File: config.mk
export PLATFORM = sky130hd
export DESIGN_NAME = mu_transition_ramp
export DESIGN_NICKNAME = d
export VERILOG_FILES = /design/src/rtl/mu_transition_ramp.sv
export SDC_FILE = /design/constraint.sdc
export NUM_CORES = 1
export LEC_CHECK = 0
export CORE_UTILIZATION = 55
export CTS_CLUSTER_DIAMETER = 150
export CTS_CLUSTER_SIZE = 30
export DETAILED_ROUTE_END_ITERATION = 6
export PLACE_DENSITY = 0.84
export SLEW_MARGIN = 10
export SYNTH_ARGS = -nofsm -noshare
export SYNTH_HDL_FRONTEND = slang
export SYNTH_SLANG_ARGS = --single-unit
File: constraint.sdc
create_clock -name clk -period 8.1 [get_ports clk]
set_input_delay 1.215 -clock clk [delete_from_list [all_inputs] [get_ports clk]]
set_output_delay 1.215 -clock clk [all_outputs]
set_load 0.02 [all_outputs]
File: src/rtl/mu_transition_ramp.sv
`default_nettype none
// ============================================================================
//  Module      : mu_transition_ramp
//  Description : Slew limiter for the six MU*dt oscillator gains and the
//                Ca2+ threshold. On a cognitive-state switch each channel
//                walks toward its target by at most one bounded step per
//                dwell interval, so the Hopf oscillators never see a gain
//                step. A single-cycle pulse marks ramp completion.
//                Optional feature macro: MU_RAMP_HOLD_EN (adds hold_req,
//                which freezes an active ramp and blocks new ramps).
//  Revision    : 1.0  initial release
// ============================================================================
module mu_transition_ramp #(
    parameter int WIDTH       = 18,
    parameter int FRAC        = 14,
    parameter int MU_STEP     = 1,
    parameter int CA_STEP     = 512,
    parameter int DWELL_TICKS = 16,
    parameter int CNT_W       = 8
) (
    input  logic                    clk,
    input  logic                    rst_n,
    input  logic                    clk_en,
`ifdef MU_RAMP_HOLD_EN
    input  logic                    hold_req,
`endif
    input  logic signed [WIDTH-1:0] tgt_mu_theta,
    input  logic signed [WIDTH-1:0] tgt_mu_l6,
    input  logic signed [WIDTH-1:0] tgt_mu_l5b,
    input  logic signed [WIDTH-1:0] tgt_mu_l5a,
    input  logic signed [WIDTH-1:0] tgt_mu_l4,
    input  logic signed [WIDTH-1:0] tgt_mu_l23,
    input  logic signed [WIDTH-1:0] tgt_ca_threshold,
    output logic signed [WIDTH-1:0] mu_theta,
    output logic signed [WIDTH-1:0] mu_l6,
    output logic signed [WIDTH-1:0] mu_l5b,
    output logic signed [WIDTH-1:0] mu_l5a,
    output logic signed [WIDTH-1:0] mu_l4,
    output logic signed [WIDTH-1:0] mu_l23,
    output logic signed [WIDTH-1:0] ca_threshold,
    output logic                    ramping,
    output logic                    settled_pulse
);

    // Channel index 0..5 are the MU gains, index 6 is the Ca2+ threshold.
    localparam int                      c_NCH      = 7;
    localparam int                      c_CA_IDX   = 6;
    localparam logic signed [WIDTH-1:0] c_MU_RST   = WIDTH'(4);
    // 0.5 in the Q-format of the threshold
    localparam logic signed [WIDTH-1:0] c_CA_RST   = WIDTH'(1 << (FRAC - 1));
    localparam logic signed [WIDTH:0]   c_MU_STEP  = (WIDTH+1)'(MU_STEP);
    localparam logic signed [WIDTH:0]   c_CA_STEP  = (WIDTH+1)'(CA_STEP);
    localparam logic [CNT_W-1:0]        c_CNT_LOAD = CNT_W'(DWELL_TICKS - 1);

    typedef enum logic [0:0] {
        S_IDLE = 1'b0,
        S_RAMP = 1'b1
    } state_t;

    state_t                  r_state;
    state_t                  w_state_nxt;
    logic [CNT_W-1:0]        r_cnt;
    logic [CNT_W-1:0]        w_cnt_nxt;
    logic signed [WIDTH-1:0] r_cur     [c_NCH];
    logic signed [WIDTH-1:0] w_cur_nxt [c_NCH];
    logic signed [WIDTH-1:0] w_tgt     [c_NCH];
    logic signed [WIDTH-1:0] w_step    [c_NCH];
    logic                    r_pulse;
    logic                    w_pulse_nxt;
    logic                    w_eq_now;
    logic                    w_eq_step;
    logic                    w_hold;

`ifdef MU_RAMP_HOLD_EN
    assign w_hold = hold_req;
`else
    assign w_hold = 1'b0;
`endif

    assign w_tgt[0] = tgt_mu_theta;
    assign w_tgt[1] = tgt_mu_l6;
    assign w_tgt[2] = tgt_mu_l5b;
    assign w_tgt[3] = tgt_mu_l5a;
    assign w_tgt[4] = tgt_mu_l4;
    assign w_tgt[5] = tgt_mu_l23;
    assign w_tgt[6] = tgt_ca_threshold;

    assign mu_theta      = r_cur[0];
    assign mu_l6         = r_cur[1];
    assign mu_l5b        = r_cur[2];
    assign mu_l5a        = r_cur[3];
    assign mu_l4         = r_cur[4];
    assign mu_l23        = r_cur[5];
    assign ca_threshold  = r_cur[6];
    assign ramping       = (r_state == S_RAMP);
    assign settled_pulse = r_pulse;

    // One bounded move toward the target; the difference is taken one bit
    // wider so opposite-sign extremes cannot wrap.
    function automatic logic signed [WIDTH-1:0] f_step(
        input logic signed [WIDTH-1:0] cur,
        input logic signed [WIDTH-1:0] tgt,
        input logic signed [WIDTH:0]   step
    );
        logic signed [WIDTH:0] d;
        logic signed [WIDTH:0] s;
        d = {tgt[WIDTH-1], tgt} - {cur[WIDTH-1], cur};
        s = {cur[WIDTH-1], cur};
        if ((d <= step) && (d >= -step)) begin
            s = {tgt[WIDTH-1], tgt};
        end else if (d > 0) begin
            s = s + step;
        end else begin
            s = s - step;
        end
        return s[WIDTH-1:0];
    endfunction

    generate
        for (genvar gi = 0; gi < c_NCH; gi++) begin : g_ch
            localparam logic signed [WIDTH:0] c_STEP =
                (gi == c_CA_IDX) ? c_CA_STEP : c_MU_STEP;
            assign w_step[gi] = f_step(r_cur[gi], w_tgt[gi], c_STEP);
        end
    endgenerate

    // Settle detection: now (IDLE entry) and after a candidate step (ramp end)
    always_comb begin
        w_eq_now  = 1'b1;
        w_eq_step = 1'b1;
        for (int i = 0; i < c_NCH; i++) begin
            if (r_cur[i] != w_tgt[i]) w_eq_now  = 1'b0;
            if (w_step[i] != w_tgt[i]) w_eq_step = 1'b0;
        end
    end

    // Next-state, dwell counter, channel values and completion pulse
    always_comb begin
        w_state_nxt = r_state;
        w_cnt_nxt   = r_cnt;
        w_pulse_nxt = 1'b0;
        for (int i = 0; i < c_NCH; i++) begin
            w_cur_nxt[i] = r_cur[i];
        end
        if (clk_en) begin
            case (r_state)
                S_IDLE: begin
                    if (!w_eq_now && !w_hold) begin
                        w_state_nxt = S_RAMP;
                        w_cnt_nxt   = c_CNT_LOAD;
                    end
                end
                S_RAMP: begin
                    if (!w_hold) begin
                        if (r_cnt != '0) begin
                            w_cnt_nxt = r_cnt - 1'b1;
                        end else begin
                            for (int i = 0; i < c_NCH; i++) begin
                                w_cur_nxt[i] = w_step[i];
                            end
                            w_cnt_nxt = c_CNT_LOAD;
                            if (w_eq_step) begin
                                w_pulse_nxt = 1'b1;
                                w_state_nxt = S_IDLE;
                                w_cnt_nxt   = '0;
                            end
                        end
                    end
                end
                default: begin
                    w_state_nxt = S_IDLE;
                    w_cnt_nxt   = '0;
                end
            endcase
        end
    end

    // State, counter, channel and pulse registers
    always_ff @(posedge clk or negedge rst_n) begin
        if (!rst_n) begin
            r_state <= S_IDLE;
            r_cnt   <= '0;
            r_pulse <= 1'b0;
            for (int i = 0; i < c_NCH; i++) begin
                r_cur[i] <= (i == c_CA_IDX) ? c_CA_RST : c_MU_RST;
            end
        end else begin
            r_state <= w_state_nxt;
            r_cnt   <= w_cnt_nxt;
            r_pulse <= w_pulse_nxt;
            for (int i = 0; i < c_NCH; i++) begin
                r_cur[i] <= w_cur_nxt[i];
            end
        end
    end

endmodule
`default_nettype wire

# ---- Yosys cells after proc, flatten, opt, wreduce, memory -nomap -nowiden
# Cells that the tools add are included.
dict set report word_totals {
  regBits 136
  input_bits 129
  output_inout_bits 128
  wordCells 120
}
dict set report classes {
  n_addsub 22
  order_cmp 21
  n_eq_ne 15
  n_mux 40
  n_bitwise 2
  reduce_logical 10
}
# op n
set ops {}
lappend ops {{$mux W18} 14}
lappend ops {{$ne A18 B18 Y1} 14}
lappend ops {{$gt A19 B1 Y1 const B} 7}
lappend ops {{$sub A18 B18 Y19} 7}
lappend ops {{$ge A19 B1 Y1 const B} 6}
lappend ops {{$le A19 B2 Y1 const B} 6}
lappend ops {{$add A18 B2 Y18 const B} 6}
lappend ops {{$sub A18 B2 Y18 const B} 6}
lappend ops {{$mux W1} 21}
lappend ops {{$ge A19 B10 Y1 const B} 1}
lappend ops {{$le A19 B11 Y1 const B} 1}
lappend ops {{$add A18 B11 Y18 const B} 1}
lappend ops {{$sub A18 B11 Y18 const B} 1}
lappend ops {{$mux W8} 2}
lappend ops {{$pmux W8 S2} 1}
lappend ops {{$reduce_bool A8 Y1} 1}
lappend ops {{$sub A8 B1 Y8 const B} 1}
lappend ops {{$logic_and A1 B1 Y1} 7}
lappend ops {{$mux W4} 1}
lappend ops {{$reduce_and A3 Y1} 1}
lappend ops {{$ne A2 B2 Y1 const B} 1}
lappend ops {{$not A1 Y1} 2}
lappend ops {{$pmux W1 S2} 1}
lappend ops {{$reduce_and A2 Y1} 1}

# ---- Longest topological paths before layout
dict set report logic_depth {
  ltp_word 16
  ltp_mapped 26
  depth_no_buf 25
}

# ---- Worst setup path after synthesis
# OpenSTA, ideal clock, no wires.
dict set report synth_path {
  path_kind {input to register}
  start {input port tgt_mu_l5b[0]}
  end {register r_cnt[2]}
  setup_ns 0.131
  t_arrival_ns 7.075
  t_required_ns 7.969
  setup_slack_ns 0.894
  stages 24
  path_buffers 0
  cell_sequence {inv_1 -> ha_1 -> fa_1 -> nand2b_1 -> a21o_1 -> a211oi_1 -> nor3_1 -> or3b_2 -> nor4_1 -> a31oi_1 -> inv_1 -> ha_1 -> a211oi_1 -> o21ai_0 -> a21oi_1 -> xnor3_1 -> or3_1 -> a2111oi_0 -> o2111a_1 -> o2111ai_1 -> a22oi_1 -> o2111ai_1 -> nor4_4 -> nor2_1}
}
dict set report synth_between {
  elab_chain_cells 13
  elab_cells_between_ends 24
  classes_between {add/sub: 1; order compare: 3; eq/ne: 3; mux: 15; reduce/logical: 2}
}
# element line_no
set synth_lines {}
lappend synth_lines {{start: declaration} 29} ;# input logic signed [WIDTH-1:0] tgt_mu_l5b,
lappend synth_lines {{$sub A18 B18 Y19} 107} ;# d = {tgt[WIDTH-1], tgt} - {cur[WIDTH-1], cur};
lappend synth_lines {{$gt A19 B1 Y1 (tied with other cells)} 111} ;# end else if (d > 0) begin
lappend synth_lines {{$mux W18 or $logic_and A1 B1 Y1 (tied branches)} {111, 109}}
lappend synth_lines {{$mux W18} 109} ;# if ((d <= step) && (d >= -step)) begin
lappend synth_lines {{$ne A18 B18 Y1} 133} ;# if (w_step[i] != w_tgt[i]) w_eq_step = 1'b0;
lappend synth_lines {{$mux W1 (5 in series)} 133}
lappend synth_lines {{$mux W4} 162} ;# if (w_eq_step) begin
lappend synth_lines {{$mux W8} 155} ;# if (r_cnt != '0) begin
lappend synth_lines {{$pmux W8 S2} 146} ;# case (r_state)
lappend synth_lines {{end signal: assignment} 189} ;# r_cnt <= w_cnt_nxt;
lappend synth_lines {{end: declaration} 62} ;# logic [CNT_W-1:0] r_cnt;
# Several ways; a longest one is shown, not always the timed one.
# A chain may end at the register's enable or synchronous reset.

# ---- Final worst setup path
dict set report layout_path {
  start {input port tgt_mu_l5a[0]}
  end {register r_cnt[2]}
}
dict set report layout_between {
  elab_chain_cells 12
  elab_cells_between_ends 22
  classes_between {add/sub: 1; order compare: 3; eq/ne: 3; mux: 13; reduce/logical: 2}
}
# element line_no
set layout_lines {}
lappend layout_lines {{start: declaration} 30} ;# input logic signed [WIDTH-1:0] tgt_mu_l5a,
lappend layout_lines {{$sub A18 B18 Y19} 107}
lappend layout_lines {{$gt A19 B1 Y1 (tied with other cells)} 111}
lappend layout_lines {{$mux W18 or $logic_and A1 B1 Y1 (tied branches)} {111, 109}}
lappend layout_lines {{$mux W18} 109}
lappend layout_lines {{$ne A18 B18 Y1} 133}
lappend layout_lines {{$mux W1 (4 in series)} 133}
lappend layout_lines {{$mux W4} 162}
lappend layout_lines {{$mux W8} 155}
lappend layout_lines {{$pmux W8 S2} 146}
# Several ways; a longest one is shown, not always the timed one.

==> impl_metrics.env <==
export IMPL_grt_busiest_layer="met2"
export IMPL_required_ns=8.49
export IMPL_worst_pin_slew_ns=1.103
export IMPL_placementRows=75
export IMPL_dieArea_um2=43840
export IMPL_fill_cells=3671
export IMPL_grt_pass1_wl_um=134700
export IMPL_grt_use_met2_pct=61.07
export IMPL_cts_resized=0
export IMPL_syn_inst=3151
export IMPL_syn_avg_cell_area_um2=7.508
export IMPL_wl_um=85710
export IMPL_met1_usage_pct=50.37
export IMPL_status="finished clean"
export IMPL_synthTopCellsByArea="dfrtp_1 14%, ha_1 12%, xnor2_1 5.8%"
export IMPL_ctsHoldBuffers=0
export IMPL_max_freq_ghz=0.1293
export IMPL_arrival_ns=8.13
export IMPL_p_leak_uw=0.01201
export IMPL_io_pins=257
export IMPL_yosysUniqueCellTypes=100
export IMPL_fin_cells=3990
export IMPL_place_congestion=1.023
export IMPL_mostFrequentLayoutCells="275 x nand2_1, 255 x clkdlybuf4s50_1, 249 x o21ai_0, 233 x ha_1, 228 x nor2_1"
export IMPL_met3_usage_pct=8.559
export IMPL_hold_class="reg2reg"
export IMPL_die_y_um=209.4
export IMPL_finalCritPeriodShare_pct=95.51
export IMPL_synth_area_um2=23660
export IMPL_path_max_fanout=5
export IMPL_final_setup_skew_ns=0.01602
export IMPL_async_reset_ff_share_pct=100.0
export IMPL_antenna_found_initial=6
export IMPL_setup_worst_path_start_class="input pin"
export IMPL_peakVddDrop_uv=229.4
export IMPL_coreArea_um2=42230
export IMPL_first_pass_iters=6
export IMPL_syn_to_final_growth_pct=18.71
export IMPL_cts_buffers=17
export IMPL_via_per_inst=6.577
export IMPL_syn_num_nets=3527
export IMPL_grt_overflow_total=0
export IMPL_ys_warnings_count=0
export IMPL_initial_core_util_pct=56.02
export IMPL_yosysSeqAreaShare_pct=14.42
export IMPL_final_nets=3810
export IMPL_dp_slack_ns=-0.3509
export IMPL_dp_hpwl_um=68420
export IMPL_hold_start="r_cnt[6]$_DFFE_PN0P_"
export IMPL_synth_edff_count=0
export IMPL_grt_util_all_layers_pct=38.65
export IMPL_postCtsSetupRepairBufs=0
export IMPL_drc_errors=0
export IMPL_path_clk_slew_ns=0.07
export IMPL_wl_per_cell_um=21.48
export IMPL_grt_pass1_vias=24940
export IMPL_drtIter0Drc=2689
export IMPL_ctsRootBufferMaster="clkbuf_16"
export IMPL_pwr_density_cell_nw_per_um2=331.1
export IMPL_insertion_delay_ns=0.52
export IMPL_synthFlopType="dfrtp_1"
export IMPL_dpl_cell_count=3954
export IMPL_drv_slew=0
export IMPL_final_common_cell="nand2_1"
export IMPL_drive_gt1_share_pct=7.253
export IMPL_cts_tree="built"
export IMPL_synth_top_area_cell="dfrtp_1"
export IMPL_drv_cap=0
export IMPL_hold_violations=0
export IMPL_end_kind="flip-flop"
export IMPL_num_vias=26240
export IMPL_die_w_um=209.4
export IMPL_io_buffers=256
export IMPL_ys_ff_latch=136
export IMPL_min_period_ns=7.736
export IMPL_setup_tns_ns=0
export IMPL_total_power_uw=9298
export IMPL_postRouteAntennaNets=0
export IMPL_relSlewSlack_pct=26.38
export IMPL_clkSinkCount=136
export IMPL_final_core_util_pct=66.50
export IMPL_grt_max_degree=90
export IMPL_htree_levels=4
export IMPL_worst_slack_ns=0.3639
export IMPL_crit_path_start="tgt_mu_l5a[0]"
export IMPL_finalSetupViolCount=0
export IMPL_synth_top_area_share_pct=13.65
export IMPL_crit_type="in2reg"
export IMPL_worstReg2RegStart="mu_l5a[2]$_DFFE_PN1P_"
export IMPL_clock_path_buffers=2
-- cell families after synthesis --
kind of cell | share of synthesized area [%]
buffers and inverters | 5.384
adders and majority gates | 13.51
xor gates and xnor gates | 11.22
AOI/OAI and AO/OA | 28.83
muxes | 3.776
and+or+nand+nor | 22.85
DFF | 14.42
-- worst max-delay path, stage by stage --
cell             delay, ns
clkdlybuf4s50_1       0.54
inv_1                 0.06
ha_1                  0.22
fa_1                  0.42
nor2b_1               0.21
o211a_1               0.20
nor4_1                0.05
a311oi_1              0.56
o211ai_1              0.17
or4_4                 0.54
o21ai_2               0.26
ha_1                  0.34
a211oi_1              0.37
o21ai_0               0.27
and2_1                0.21
a221o_1               0.34
a21boi_0              0.23
xnor2_1               0.18
xor2_1                0.19
a21oi_1               0.21
a2111oi_2             0.59
o2111ai_1             0.30
nor4_4                0.38
nor2_1                0.09
-- metrics by stage --
| stage | cell area, um^2 | hold slack [ns] |
|---|---|---|
| 2_1_floorplan | 23660 | 0.4512 |
| 3_3_place_gp | 27430 | 0.4720 |
| 3_5_place_dp | 27430 | 0.4902 |
| 4_1_cts | 28040 | 0.4999 |
| 5_1_grt | 28070 | 0.5123 |
| 6_report | 28080 | 0.5031 |
-- path summary, 6_finish.rpt --
kind                                     endpoint  slack, ns  cells after the start
setup / recovery             r_cnt[2]$_DFFE_PN0P_       0.36                     24
hold / removal               r_cnt[6]$_DFFE_PN0P_       0.50                      2
setup reg to reg             r_cnt[2]$_DFFE_PN0P_       0.99                     22
hold reg to reg              r_cnt[6]$_DFFE_PN0P_       0.50                      2
max in group asynchronous  mu_l5a[15]$_DFFE_PN0P_       5.85                      2
min in group asynchronous    mu_l4[6]$_DFFE_PN0P_       0.75                      1
-- state kept, by name, indices dropped and copies added (netlist names) --
register       flops
mu_l23            18
ramping            1
mu_theta          18
r_cnt              8
mu_l5a            18
mu_l5b            18
mu_l4             18
ca_threshold      18
mu_l6             18
settled_pulse      1
-- power by group --
group | internal (uW) | switching [uW]
registers | 849 | 290
clock network | 506 | 370
logic | 3090 | 4190
total | 4450 | 4850
-- synth_stat cells (17+ instances only) --
library cell  number
nand2_1          276
o21ai_0          250
ha_1             233
nor2_1           229
a21oi_1          223
inv_1            208
xnor2_1          156
dfrtp_1          129
clkbuf_1         102
xor2_1            98
a21o_1            86
mux2i_1           81
nand3_1           80
nand4_1           77
nor3_1            72
a211oi_1          57
and3_1            43
o21a_1            40
nor4_1            37
a31oi_1           36
nor2b_1           36
nand2b_1          35
o211ai_1          34
and2_1            28
or3_1             28
a2111oi_0         27
o2111ai_1         24
or2_2             23
o21bai_1          19
a211o_1           17
xnor3_1           17
-- area by class of cell --
type	count	area, um^2	area share [%]
diodes	4	10.01	0.03564
well taps	539	674.4	2.402
flip-flops and latches	136	3412	12.15
clock buffers	21	470.5	1.675
clock inverters	11	145.1	0.5168
repair buffers	386	3552	12.65
multi-input cells	2685	19040	67.79
inverters	208	780.7	2.780
-- per-layer routing --
layer / vias up / wire length [um]
li1: 12340 / -
met5: - / 45
met1: 12490 / 36360
met4: 6 / 3408
met3: 200 / 7722
met2: 1212 / 38170
(Power assumes the default switching activity.)
